--- src/rtl/flags_image_tx.sv ---
// Flags image transmitter: captures compressed status + DF on request and streams the
// AH / FLAGS16 / EFLAGS32 image little-endian, one byte per accepted handshake.
module flags_image_tx #(
  parameter logic [11:0] IOPL_IF_IMAGE = 12'h200,
  parameter int          CNT_W         = 16
) (
  input  logic             clk,
  input  logic             rst,
  input  logic             req_valid,
  output logic             req_ready,
  input  logic [1:0]       req_mode,
  input  logic [5:0]       status_in,
  input  logic             df_in,
  output logic             byte_valid,
  input  logic             byte_ready,
  output logic [7:0]       byte_data,
  output logic             byte_last,
  output logic             done,
  output logic             err,
  output logic [CNT_W-1:0] img_count
);

  // Bit positions inside the compressed status word
  localparam int STAT_CF = 0;
  localparam int STAT_PF = 1;
  localparam int STAT_AF = 2;
  localparam int STAT_ZF = 3;
  localparam int STAT_SF = 4;
  localparam int STAT_OF = 5;

  typedef enum logic [1:0] {
    IDLE = 2'd0,
    SEND = 2'd1,
    ERR  = 2'd2
  } state_t;

  state_t     state, state_nxt;
  logic [31:0] img;
  logic [1:0]  idx;
  logic [1:0]  last_idx;
  logic        accept;
  logic        xfer;

  function automatic logic [31:0] build_image(input logic [5:0] st, input logic df);
    logic [31:0] im;
    im     = {20'd0, IOPL_IF_IMAGE};
    im[0]  = st[STAT_CF];
    im[1]  = 1'b1;
    im[2]  = st[STAT_PF];
    im[4]  = st[STAT_AF];
    im[6]  = st[STAT_ZF];
    im[7]  = st[STAT_SF];
    im[10] = df;
    im[11] = st[STAT_OF];
    return im;
  endfunction

  assign accept = req_valid & req_ready;
  assign xfer   = byte_valid & byte_ready;

  always_ff @(posedge clk) begin
    if (rst) begin
      state     <= IDLE;
      img       <= '0;
      idx       <= '0;
      last_idx  <= '0;
      img_count <= '0;
    end else begin
      state <= state_nxt;
      if (accept) begin
        img <= build_image(status_in, df_in);
        idx <= '0;
        case (req_mode)
          2'd1:    last_idx <= 2'd1;
          2'd2:    last_idx <= 2'd3;
          default: last_idx <= 2'd0;
        endcase
      end else if (xfer) begin
        idx <= idx + 2'd1;
      end
      if (done && (img_count != {CNT_W{1'b1}}))
        img_count <= img_count + {{(CNT_W-1){1'b0}}, 1'b1};
    end
  end

  always_comb begin
    state_nxt  = state;
    req_ready  = 1'b0;
    byte_valid = 1'b0;
    byte_data  = 8'd0;
    byte_last  = 1'b0;
    done       = 1'b0;
    err        = 1'b0;
    case (state)
      IDLE: begin
        req_ready = 1'b1;
        if (req_valid)
          state_nxt = (req_mode == 2'd3) ? ERR : SEND;
      end
      SEND: begin
        byte_valid = 1'b1;
        byte_data  = img[{idx, 3'b000} +: 8];
        byte_last  = (idx == last_idx);
        if (byte_ready && byte_last) begin
          done      = 1'b1;
          state_nxt = IDLE;
        end
      end
      ERR: begin
        err       = 1'b1;
        state_nxt = IDLE;
      end
      default: state_nxt = IDLE;
    endcase
  end

endmodule

--- config.mk ---
export PLATFORM = sky130hd
export DESIGN_NAME = flags_image_tx
export DESIGN_NICKNAME = d
export VERILOG_FILES = /design/src/rtl/flags_image_tx.sv
export SDC_FILE = /design/constraint.sdc
export NUM_CORES = 1
export LEC_CHECK = 0
export CORE_MARGIN = 8
export CORE_UTILIZATION = 30
export CTS_CLUSTER_SIZE = 30
export DETAILED_ROUTE_END_ITERATION = 7
export GPL_TIMING_DRIVEN = 1
export PLACE_DENSITY_LB_ADDON = 0.05
export SETUP_SLACK_MARGIN = 0.5
export SLEW_MARGIN = 20
export SYNTH_ARGS = -nofsm -noshare
export SYNTH_HDL_FRONTEND = slang
export SYNTH_SLANG_ARGS = --single-unit
--- constraint.sdc ---
create_clock -name clk -period 2.4 [get_ports clk]
set_input_delay 0.48 -clock clk [delete_from_list [all_inputs] [get_ports clk]]
set_output_delay 0.48 -clock clk [all_outputs]
set_load 0.01 [all_outputs]
==> out/results.txt, run 1 <==
Counting along the longest clock path gives a buffer depth of 2. The count of nets left with antenna violations once routing finished came out at 0. The path depth of the worst reg2reg path is 7, and the post-synthesis cell count is 186. Clock root buffer: sky130_fd_sc_hd__clkbuf_8. During I/O placement, the number of pins put on the boundary was 42.

In this run, the clock network consumes 38.6% of the power. The smallest clock period supported by the final layout is computed as 1.858 ns. In this design, the stage delay of the slowest critical-path cell is 0.35 ns.

Data arrives at the worst endpoint at 1.38 ns. The run gives 0 as the sum of overflow across all layers after global routing. From synthesis to final layout, the design area changed by 40.99%. The tools report the startpoint type of the worst setup path as a register. For the worst-skew pair, the clock arrives at the later sink with an insertion delay of 0.27 ns.

For the total negative slack, the log shows 0 ns. The min-delay analysis places its worst path in the category register to register. For the initial core utilization, the log shows 30.79%. The number of core rows is 26. TritonCTS built the clock tree.

The proportion of layout cells with a drive suffix above 1 works out to 21.46%. For the pin count of the biggest net entering global routing, the log shows 37. In this run the power spent charging and discharging nets is 0.2642 mW.

The die boundary height is 88.18 um, and the number of antenna violations at the first check in global routing is 0. In the global route stage, overall resource usage came out at 11.17%. After clock tree synthesis, the flow added hold-fix buffers numbering 0. The tools report the worst clock skew as 0.003207 ns. The category of the most critical setup path was register to output pin.

The vias per cell came out at 4.924. The run gives 538.3 MHz as the timing-limited maximum frequency. In this run the standard cell core region covers 0.005075 sq mm. In the post-synthesis netlist, the biggest area contributors are sky130_fd_sc_hd__dfxtp_1, sky130_fd_sc_hd__nand2_1, sky130_fd_sc_hd__a21oi_1, sky130_fd_sc_hd__nor2b_1, sky130_fd_sc_hd__nor2_1. The worst path uses 77.40% of the clock period. The count of maximum capacitance violations is 0, and the number of sinks on the clock net is 30. After synthesis, the largest area contributor takes up 38.43% of total cell area. The count of pins over their slew limit is 0, and the routability-driven placement congestion ratio is 0.7325.

The number of global-route vias before repair was 1463. Summing every instance area after synthesis gives 0.001563 sq mm. The run finished with clean final reports. In the final routed layout, each cell accounts on average for 13.62 um.

Standby leakage power: 0.8529 nW. For the sequential cell area fraction in the yosys report, the log shows 38.43%. The fraction of the core area covered by cells at the end of the flow is 43.42%. The worst-case setup slack after placement came out at 0.04023 ns. The kind of end point of the critical path is an output pin. Power density over cell area: 488.6 mW/mm^2. The number of vias after detailed routing came out at 1492. The total number of yosys warnings is 0.

The share of total power consumed by net switching is 24.54%, and the detailed-route wire length is 4127 um. The logs give 6844 um for the global-route wire length before repair and 0 for the number of remaining DRC errors. Summed over all instances, the cell type with the most area after synthesis is sky130_fd_sc_hd__dfxtp_1. Setup violations remaining at the end of the flow were counted as 0. The number of antenna diodes in the final layout is 0. The number of buffers added by the clock tree synthesis step is 5, and the post-layout net count is 248.

The worst hold path passes through 2 cells. After clock tree synthesis, the clock-pin slew on the worst setup and hold paths is 0.06 ns. The DRC marker count from the first detailed-route iteration came out at 81. Walking the worst path, the cells encountered are nor2b_4 > nor2b_2 > and2_1 > dlygate4sd2_1.

The first TritonRoute pass finished after 4 iterations. The worst-case IR drop observed on VDD is 0.2344 mV. The wire-length estimate of the detail-placed layout is 2973 um. Input and output buffers added on the ports amount to 40.

Across all setup checks in the final design, the least slack found is 0.5423 ns. Internal power comes to 0.8124 mW. The synthesized design contains 30 register bits. The floorplan step defined a die boundary enclosing 0.007775 sq mm.

The number of different library cells used by synthesis comes to 44. The count of final hold-check violations was 0; the fill cell total of the finished layout was 550. The highest-delay cell along the critical path was sky130_fd_sc_hd__dfxtp_2. Of all nets on the critical path, the largest fanout is 4. The logs give 1.92 ns for the endpoint required time on the critical path and 48.8% for the share of power burned in registers.

Setup repair after global routing could not meet its margin everywhere. The logic gate share of total power is 12.6%. Mean area per synthesized cell: 8.402 sq um. From left edge to right edge, the die measures 88.18 um.

The number of H-tree levels is 2. Total nets after synthesis: 202.
cells in the final DEF, fill, tap and decap left out, types with 5 or more instances in the layout:
| master | Yosys | final |
|---|---|---|
| sky130_fd_sc_hd__clkdlybuf4s50_1 | 0 | 29 |
| sky130_fd_sc_hd__nand2_1 | 25 | 25 |
| sky130_fd_sc_hd__dfxtp_1 | 30 | 22 |
| sky130_fd_sc_hd__nor2_1 | 16 | 15 |
| sky130_fd_sc_hd__a21oi_1 | 15 | 15 |
| sky130_fd_sc_hd__nor2b_1 | 10 | 8 |
| sky130_fd_sc_hd__dfxtp_2 | 0 | 7 |
| sky130_fd_sc_hd__buf_4 | 1 | 7 |
| sky130_fd_sc_hd__and2_1 | 6 | 6 |
| sky130_fd_sc_hd__nand3_1 | 6 | 6 |
| sky130_fd_sc_hd__nand4_1 | 6 | 6 |
| sky130_fd_sc_hd__clkbuf_8 | 0 | 6 |
| sky130_fd_sc_hd__nor4_1 | 7 | 5 |
| sky130_fd_sc_hd__mux2_2 | 5 | 5 |
| sky130_fd_sc_hd__dlygate4sd2_1 | 0 | 5 |
final cells by class:
| type | instances | area [sq um] | area share [%] |
|---|---|---|---|
| clock buffer | 7 | 86.33 | 3.918 |
| clock inverter | 1 | 5.005 | 0.2271 |
| inverter | 4 | 15.01 | 0.6814 |
| multi-input combinational | 142 | 948.4 | 43.04 |
| sequential | 30 | 613.1 | 27.83 |
| tap | 70 | 87.58 | 3.975 |
| timing repair buffer | 49 | 447.9 | 20.33 |
power groups by stage:
stage / Clock [mW] / Sequential (mW) / Combinational [mW]
floorplan: 0 / 0.532 / 0.0707
global placement: 0 / 0.535 / 0.132
detailed placement: 0 / 0.535 / 0.133
CTS: 0.436 / 0.525 / 0.133
global route: 0.459 / 0.527 / 0.151
finish: 0.416 / 0.525 / 0.136
cells by family (layout without fill, tap and decap cells):
group	after synthesis	count (layout)	synth area share, %
compound gates	27	27	10.57
xor+xnor	4	4	2.723
mux	8	8	5.684
other cells	1	1	0.2400
fa+ha+maj	3	3	2.402
flops	30	30	38.43
simple gates	99	99	35.63
buf+inv	14	61	4.323
repair_timing:
item                       4_1_cts  5_1_grt
pin swaps                        2        1
gates resized for setup         26       23
setup endpoints to repair       18       21
setup buffers                    1        2
worst paths after layout:
path,startpoint,end,slack [ns]
worst max-delay path,state[0]$_SDFFE_PP0P_,byte_data[1],0.54
worst min-delay path,img[11]$_SDFFE_PP0P_,img[11]$_SDFFE_PP0P_,0.45
worst max register to register,img_count[0]$_SDFFE_PP0P_,img_count[3]$_SDFFE_PP0P_,0.58
worst min register to register,img[11]$_SDFFE_PP0P_,img[11]$_SDFFE_PP0P_,0.45
layer usage:
metal / part of all wire [%] / GRT usage, %
met1: 47 / 14.07
met2: 44 / 16.56
met3: 7.7 / 4.503
met4: 1.2 / 4.147
met5: 0 / 0
sequential cells by signal, indices dropped and copies added, names as in the netlist:
signal	cells
idx	2
img	8
img_count	16
last_idx	2
state	2
critical path: cells and delay by family, from the launching register on:
kind / cells / cell delay, ns
and+or+nand+nor: 3 / 0.49
DFF: 1 / 0.35
buffers and inverters: 1 / 0.27
per-stage QoR:
step                power (mW)  area [sq um]  cells  hold WS [ns]
floorplan               0.6028          1563    186        0.4317
global placement        0.6672          2056    292        0.4393
detailed placement      0.6687          2056    292        0.4443
CTS                      1.094          2150    301        0.4522
global route             1.136          2203    303        0.4796
finish                   1.077          2203    303        0.4517
synthesized netlist by cell type (all sizes together):
cell type / instances
dfxtp: 30
nand2: 25
nor2: 16
a21oi: 15
nor2b: 10
and2: 7
mux2: 7
nand4: 7
nor4: 7
buf: 6
nand3: 6
and3: 4
clkbuf: 4
inv: 4
nor3: 4
or4: 4
ha: 3
o21ai: 3
o31ai: 3
xnor2: 3
and4: 2
o41ai: 2
or3: 2
a211oi: 1
a2bb2oi: 1
and3b: 1
conb: 1
mux2i: 1
nand2b: 1
nand3b: 1
nor4b: 1
o211a: 1
o311ai: 1
or4b: 1
xor2: 1
Note: power is estimated with default switching activity, not from simulation.
==> run 2: changes to the inputs <==
==> constraint.sdc (replaced) <==
create_clock -name clk -period 1.77 [get_ports clk]
set_input_delay 0.354 -clock clk [delete_from_list [all_inputs] [get_ports clk]]
set_output_delay 0.354 -clock clk [all_outputs]
set_load 0.01 [all_outputs]
==> run 2 against run 1 <==
Against the previous run:
- the run now ends with setup timing left
- critical path depth rose by 3
- first-iteration DRC count up 8.6%
- cell area increased by 41%
- clock skew grew 0.0027 ns
- cell count is 13% higher
- largest power group unchanged
==> out/results.txt, run 2 (synthesized netlist as in run 1, its figures left out) <==
The flow ran to the end, but the final reports show violations. The checks that failed: setup timing. The worst setup path is launched from a register. In this run the worst path has a maximum fanout of 5.

Die boundary width: 88.18 um. The die boundary height is 88.18 um. In the routed design, unresolved DRC markers number 0. The startpoint identified for the worst hold timing path is img[11]$_SDFFE_PP0P_. In the final layout, the share of cells above drive strength 1 is 62.50%.

For this run the aggregate overflow at the end of global routing stands at 0. Wires add up to 5489 um. The first global-routing pass estimated 8500 um of wire. VDD sags by at most 0.4609 mV.

The worst setup path is captured at a register. The number of port buffers was 40; the count of final hold-check violations was 0. The highest routed metal layer was met4. After detailed routing, the average wire length per cell comes to 16.05 um. Compared with the post-synthesis result, the final layout area differs by 98.48%. The core region is 0.005075 sq mm. The total routing usage reported by global routing came out at 14.07%. The highest-delay cell along the critical path was sky130_fd_sc_hd__or4_4.

Tracing the worst setup path back leads to its startpoint at state[1]$_SDFFE_PP0P_. Row generation in the floorplan step produced 26 rows. In the final layout, the registers with the most flip-flops are img_count (16), img (8). In the routed layout, each cell is associated on average with a via count of 5.056. For the worst clock skew, the log shows 0.005920 ns. Power spread over the standard cell area amounts to 533.0 mW/mm^2. Final worst setup slack: -0.0005191 ns. The first TritonRoute pass finished after 4 iterations. The register containing the most flip-flops in the final layout was img_count.

The tools report the DRC marker count from the first detailed-route iteration as 88. TritonCTS built the clock tree. The category of the most critical setup path is register to register. After clock tree synthesis, the clock-pin slew on the worst setup and hold paths is 0.07 ns. The delay contributed by the slowest stage of the critical path was 0.41 ns; the total negative slack was -0.0005191 ns.

42 I/O pins were placed. The total met3 wirelength after detailed routing was 310 um. Walking the worst path, the cells encountered are buf_6 > and3b_2 > nand3_4 > buf_12 > buf_16 > or4_4 > a21oi_2.

The number of buffers on the longest clock path is 2. After routing the design area is 0.003102 sq mm. The cell area after placement was 0.002277 sq mm; the count of maximum capacitance violations was 0.

The clock reaches the later pin of the worst-skew pair after 0.28 ns. In this run the critical register-to-register path is launched from state[1]$_SDFFE_PP0P_. For this design the static power due to leakage is 1.217 nW. The timing-limited maximum frequency was 564.8 MHz; the endpoint required time on the critical path was 1.99 ns. The routability-driven placement congestion ratio is 0.7306, and the portion of the clock cycle consumed by the worst path in the final layout is 100.0%. The count of nets left with antenna violations once routing finished came out at 0. The number of flip-flops under the largest register name is 16, and the total power of the final layout is 1.653 mW. Entering global routing, the biggest net connects 37 pins.

The worst hold-check path type is register to register. For the finished layout, the period the worst path requires is 1.771 ns. Detailed routing inserted a total of 1729 vias. Cells fill 61.12% of the core in the end. Leaving out fill and tap cells, the most frequent cell in the layout is sky130_fd_sc_hd__buf_6. The number of global-route vias before repair came out at 1756. The count of pins over their slew limit is 0, and the worst-case setup slack after placement is -0.3814 ns.

The routed design uses 2688 um of met2 wire. In the final design database the tool counted 287 nets. The clock root buffer was sky130_fd_sc_hd__clkbuf_8. For the initial core utilization, the log shows 30.79%. The tools report the number of H-tree levels as 2. The run gives 1.99 ns as the worst path arrival time. Setup repair after global routing could not meet its margin everywhere. The wire-length estimate of the detail-placed layout is 3266 um. The clock net in this run drives a total of 30 sinks. 0 antenna diodes ended up in the layout. TritonCTS created 5 clock buffers. For the total die area, the log shows 0.007775 sq mm. The run gives 1 as the number of failing setup endpoints in the final timing report. In the layout the commonest cells are sky130_fd_sc_hd__buf_6, sky130_fd_sc_hd__buf_4, sky130_fd_sc_hd__nand2_1. After detailed routing, the wire length on met1 is 2429 um.

After filler insertion, the fill cell instance count of the layout stands at 436. The tools report the number of antenna violations at the first check in global routing as 0.
run 2: final cells by class:
type | instances | area, sq um | area share [%]
Clock inverter | 1 | 5.005 | 0.1614
Timing Repair Buffer | 88 | 955.9 | 30.82
Sequential cell | 30 | 656.9 | 21.18
Inverter | 4 | 15.01 | 0.4841
Clock buffer | 7 | 86.33 | 2.783
Tap cell | 70 | 87.58 | 2.824
Multi-Input combinational cell | 142 | 1295 | 41.75
run 2: critical path, delay by kind of cell, from the launching register on:
| family | cells | cell delay, ns |
|---|---|---|
| flops | 1 | 0.34 |
| compound gates | 1 | 0.13 |
| simple gates | 3 | 0.82 |
| buf+inv | 3 | 0.41 |
run 2: metal layers:
layer | track usage, % | up-vias
met3 | 4.784 | 8
met2 | 22.06 | 48
met5 | 0 | -
met4 | 4.608 | 0
met1 | 17.47 | 837
li1 | - | 836
run 2: path summary, 6_finish.rpt:
path / end / slack, ns / cells past startpoint
max: img_count[3]$_SDFFE_PP0P_ / -0.0005 / 7
min: img[11]$_SDFFE_PP0P_ / 0.45 / 2
max reg2reg: img_count[3]$_SDFFE_PP0P_ / -0.0005 / 7
min reg2reg: img[11]$_SDFFE_PP0P_ / 0.45 / 2
run 2: what timing repair did:
| item | in CTS | in global routing |
|---|---|---|
| setup buffers | 20 | 6 |
| pin swaps | 31 | 15 |
| gates cloned | 3 | 1 |
| hold buffers | 0 | 0 |
| gates resized for setup | 187 | 41 |
| setup endpoints to repair | 54 | 57 |
run 2: power by group:
part           switching (mW)  internal, mW
registers              0.0172         0.680
logic                   0.162         0.211
clock network           0.270         0.314
run 2: metrics by stage:
stage	instances	hold slack (ns)
2_1_floorplan	186	0.4317
3_3_place_gp	304	0.4407
3_5_place_dp	304	0.4500
4_1_cts	335	0.4587
5_1_grt	342	0.4879
6_report	342	0.4549
==> run 3: changes to the inputs <==
--- a/config.mk
+++ b/config.mk
@@ -6,7 +6,7 @@
 export NUM_CORES = 1
 export LEC_CHECK = 0
 export CORE_MARGIN = 8
-export CORE_UTILIZATION = 30
+export CORE_UTILIZATION = 48
 export CTS_CLUSTER_SIZE = 30
 export DETAILED_ROUTE_END_ITERATION = 7
 export GPL_TIMING_DRIVEN = 1
==> run 3 against run 2 <==
Against the previous run:
- the flow now stops in 5_1_grt
- synthesized area unchanged
- synthesized cell count stayed put
==> out/results.txt, run 3 <==
In this run, synthesis inferred 0 flip-flops with an integrated enable. The run gives 0.8295 as the routability-driven placement congestion ratio. The run stopped with a tool error. The mean area per synthesized cell came out at 8.402 sq um.

For this run, asynchronously set or reset flops after synthesis account for 0%. After floorplanning, the core was divided into 20 placement rows. The pin ending the worst setup path after global-route repair is byte_data[1]. The number of sinks on the clock net was 30; the worst-case setup slack after placement was -0.4079 ns.

The flow stopped in 5_1_grt. For this design the top-level I/O count stands at 42. Leading area contributor after synthesis: sky130_fd_sc_hd__dfxtp_1.

The die boundary width is 73.06 um. After the last repair the worst path ends at a top-level output. The most frequently used flop master after synthesis was sky130_fd_sc_hd__dfxtp_1. The clock root buffer is sky130_fd_sc_hd__clkbuf_4. The tools report the count of different cell masters after synthesis as 44. Counting every net in the synthesized netlist gives 202. The logs give 0.002260 sq mm for the cell area after placement and 280 for the number of placed cells counting well taps. The tool reported: "[ERROR DPL-0038] Utilization greater than 100%, impossible to legalize". For the summed instance area of the synthesized netlist, the log shows 0.001563 sq mm. During synthesis, Yosys emitted a total of 0 warnings. For this configuration, the core starts out at a cell density of 50.77%. The number of buffers inserted for hold repair after clock tree synthesis is 0. The number of port buffers is 40. For the pin count of the biggest net entering global routing, the log shows 37.

For this run, the register share of the synthesized area comes to 38.43%. sky130_fd_sc_hd__dfxtp_1 is the most common cell in the netlist. The top cell type's share of synthesized area is 38.43%, and the post-synthesis cell count is 186.

In the synthesized netlist, the cells that appear most often are sky130_fd_sc_hd__dfxtp_1, sky130_fd_sc_hd__nand2_1, sky130_fd_sc_hd__nor2_1. Number of flip-flops and latches in the synthesized netlist: 30. By area the synthesized netlist is led by sky130_fd_sc_hd__dfxtp_1, sky130_fd_sc_hd__nand2_1, sky130_fd_sc_hd__a21oi_1, sky130_fd_sc_hd__nor2b_1, sky130_fd_sc_hd__nor2_1.

The tools report the number of H-tree levels as 2. The HPWL after detailed placement is 3104 um, and the number of buffers added by the clock tree synthesis step is 5. The number of buffers on the longest clock path came out at 2. Measured along the y axis, the die boundary spans 73.06 um.
-- run 3: cell counts after synthesis --
No cell type changed its count.
-- run 3: stage by stage --
step	hold WS, ns	setup TNS, ns	utilization, %
floorplan	0.4317	0	-
detailed placement	0.4571	-4.313	73.41
CTS	0.4711	-0.04098	94.47
global placement	0.4379	-3.614	73.41
-- run 3: repair_timing --
item                       in CTS
setup endpoints to repair      48
gates resized for setup       213
setup buffers                  33
pin swaps                      25
gates cloned                    1
-- run 3: logic make-up after synthesis --
group                    count (synthesis)  synth area share, %
AND/OR/NAND/NOR                         99                35.63
AO/OA/AOI/OAI                           27                10.57
other                                    1               0.2400
adder cells (fa/ha/maj)                  3                2.402
multiplexers                             8                5.684
XOR/XNOR                                 4                2.723
flip-flops                              30                38.43
buffers and inverters                   14                4.323
==> run 4: changes to the inputs <==
--- a/config.mk
+++ b/config.mk
@@ -6,12 +6,10 @@
 export NUM_CORES = 1
 export LEC_CHECK = 0
 export CORE_MARGIN = 8
-export CORE_UTILIZATION = 48
-export CTS_CLUSTER_SIZE = 30
+export CORE_UTILIZATION = 35
 export DETAILED_ROUTE_END_ITERATION = 7
 export GPL_TIMING_DRIVEN = 1
-export PLACE_DENSITY_LB_ADDON = 0.05
-export SETUP_SLACK_MARGIN = 0.5
+export PLACE_DENSITY_LB_ADDON = 0.15
 export SLEW_MARGIN = 20
 export SYNTH_ARGS = -nofsm -noshare
 export SYNTH_HDL_FRONTEND = slang
==> run 4 against run 3 <==
Against the previous run:
- the run now ends clean
==> out/results.txt, run 4 (synthesized netlist as in run 1, its figures left out) <==
The run finished with clean final reports. For the pin with the worst max-slew slack, the measured transition is 0.5090 ns. The number of remaining DRC errors is 0, and the post-detailed-route count of antenna-violating nets is 0. The run gives 0.003341 ns as the worst clock skew.

Leading cell type in the layout, fill and taps excluded: sky130_fd_sc_hd__buf_4. The number of hold buffers added after CTS was 0. The portion of the clock cycle consumed by the worst path in the final layout came out at 99.35%. Across all setup checks in the final design, the least slack found is 0.01154 ns. The worst pin sits at a relative slew slack of 65.94%.

In the final layout, the registers with the most flip-flops are img_count (16), img (8). img_count holds more flip-flops than any other register. For this block, the routed nets add up to 4607 um of wire. The total routing usage reported by global routing was 13.05%; the cell area after placement was 0.002243 sq mm. Number of diodes: 0. The endpoint required time on the critical path was 1.94 ns.

In the routed layout, each cell is associated on average with a via count of 5.135. Number of global-route vias before repair: 1573. The worst path arrival time is 1.93 ns. The number of failing setup endpoints in the final timing report came out at 0. Clock-pin slew was measured on the worst setup and hold paths at 0.06 ns. The kind of end point of the critical path is a register. In this run the power density over the cells is 585.3 mW/mm^2. The core region is 0.004324 sq mm.

The tools report the startpoint type of the worst setup path as a register. The proportion of layout cells with a drive suffix above 1 is 37.59%, and the maximum fanout count along the critical path is 5. The number of flip-flops under the largest register name is 16.

The total die area is 0.006859 sq mm, and the worst-case setup slack after placement is -0.3707 ns. The logs give 1.049 nW for the standby leakage power and 0.3289 mV for the peak supply drop. The H-tree generated during clock tree synthesis spans 2 levels. The tools report the number of buffers added by the clock tree synthesis step as 5. The clock passes through at most 2 buffers.

In this run the clock root is driven by a sky130_fd_sc_hd__clkbuf_8. For the HPWL after detailed placement, the log shows 3027 um. The run gives 30 as the number of sinks on the clock net. The run gives 0 as the count of maximum capacitance violations. After global routing the overflow that remains totals 0. The later pin in the worst-skew pair is clocked with a latency of 0.28 ns. The logs give 0 for the count of pins over their slew limit and 4 for the number of detailed-route iterations in the first pass. In this run the count of I/O pins placed on the die edge is 42. The smallest clock period supported by the final layout is computed as 1.758 ns. The finished cells cover 0.002566 sq mm. Buffers placed on the I/O ports in this run total 40.

The number of antenna violations at the first check in global routing is 0, and the initial core utilization is 36.14%. The top cell types in the final layout, fill and taps aside, are sky130_fd_sc_hd__buf_4, sky130_fd_sc_hd__clkdlybuf4s50_1, sky130_fd_sc_hd__nand2_1. The tools report the post-layout net count as 281.

The critical path in this run is classified as register to register. The global-route wire length before repair is 7714 um. The count of final hold-check violations is 0.

Compared with the post-synthesis result, the final layout area differs by 64.21%. At the end of routability-driven placement, the weighted congestion stood at 0.7515. The tools report the number of vias after detailed routing as 1633. Timing would allow up to 568.7 MHz. Row generation in the floorplan step produced 24 rows. DRC marker count from the first detailed-route iteration: 82.

The tightest min-delay check is of the register to register type. Entering global routing, the biggest net connects 37 pins. Dividing the detail-routed wire length by the instance count gives 14.49 um. The die is 82.82 um wide. TritonCTS built the clock tree. In this run the vertical extent of the chip is 82.82 um.
run 4: worst paths after layout:
kind / from / endpoint / slack, ns / cells after the start
max: img_count[7]$_SDFFE_PP0P_ / img_count[11]$_SDFFE_PP0P_ / 0.01 / 5
min: img[11]$_SDFFE_PP0P_ / img[11]$_SDFFE_PP0P_ / 0.45 / 2
max reg2reg: img_count[7]$_SDFFE_PP0P_ / img_count[11]$_SDFFE_PP0P_ / 0.01 / 5
min reg2reg: img[11]$_SDFFE_PP0P_ / img[11]$_SDFFE_PP0P_ / 0.45 / 2
run 4: final cells by class:
cell class	count	area, sq um
Tap cell	52	65.06
Timing Repair Buffer	82	698.2
Sequential cell	30	611.8
Inverter	4	15.01
Fill cell	398	1758
Clock buffer	7	86.33
Clock inverter	1	5.005
Multi-Input combinational cell	142	1085
run 4: report_power, final:
group | total, mW | switching [mW] | internal, mW
Clock | 0.570 | 0.256 | 0.313
Combinational | 0.223 | 0.108 | 0.115
Sequential | 0.709 | 0.0124 | 0.697
Total | 1.50 | 0.377 | 1.12
run 4: what timing repair did:
action / in CTS / in global routing
setup endpoints to repair: 21 / 21
gates cloned: 1 / 0
pin swaps: 3 / 10
resized for setup: 59 / 33
setup buffers: 6 / 1
run 4: critical path: stages (launching register included):
cell	delay, ns
sky130_fd_sc_hd__dfxtp_1	0.40
sky130_fd_sc_hd__and4_4	0.29
sky130_fd_sc_hd__buf_4	0.12
sky130_fd_sc_hd__nand4_1	0.17
sky130_fd_sc_hd__nor4_4	0.33
sky130_fd_sc_hd__mux2_1	0.34
run 4: metal layers:
layer / track usage, % / vias to the layer above / wire [um]
li1: - / 821 / -
met4: 3.514 / 0 / 38
met3: 4.102 / 5 / 232
met5: 0 / - / 0
met1: 16.53 / 777 / 2164
met2: 20.65 / 30 / 2171
run 4: stage by stage:
stage | total power, mW | setup TNS, ns | util [%] | hold WS (ns) | cells
final | 1.502 | 0 | 59.35 | 0.4490 | 318
after global routing | 1.579 | -0.02799 | 59.35 | 0.4779 | 318
after CTS | 1.509 | -0.02822 | 57.26 | 0.4534 | 317
after detailed placement | 0.9248 | -5.696 | 51.88 | 0.4442 | 302
after global placement | 0.9233 | -5.416 | 51.88 | 0.4387 | 302
after floorplan | 0.8173 | 0 | - | 0.4317 | 186
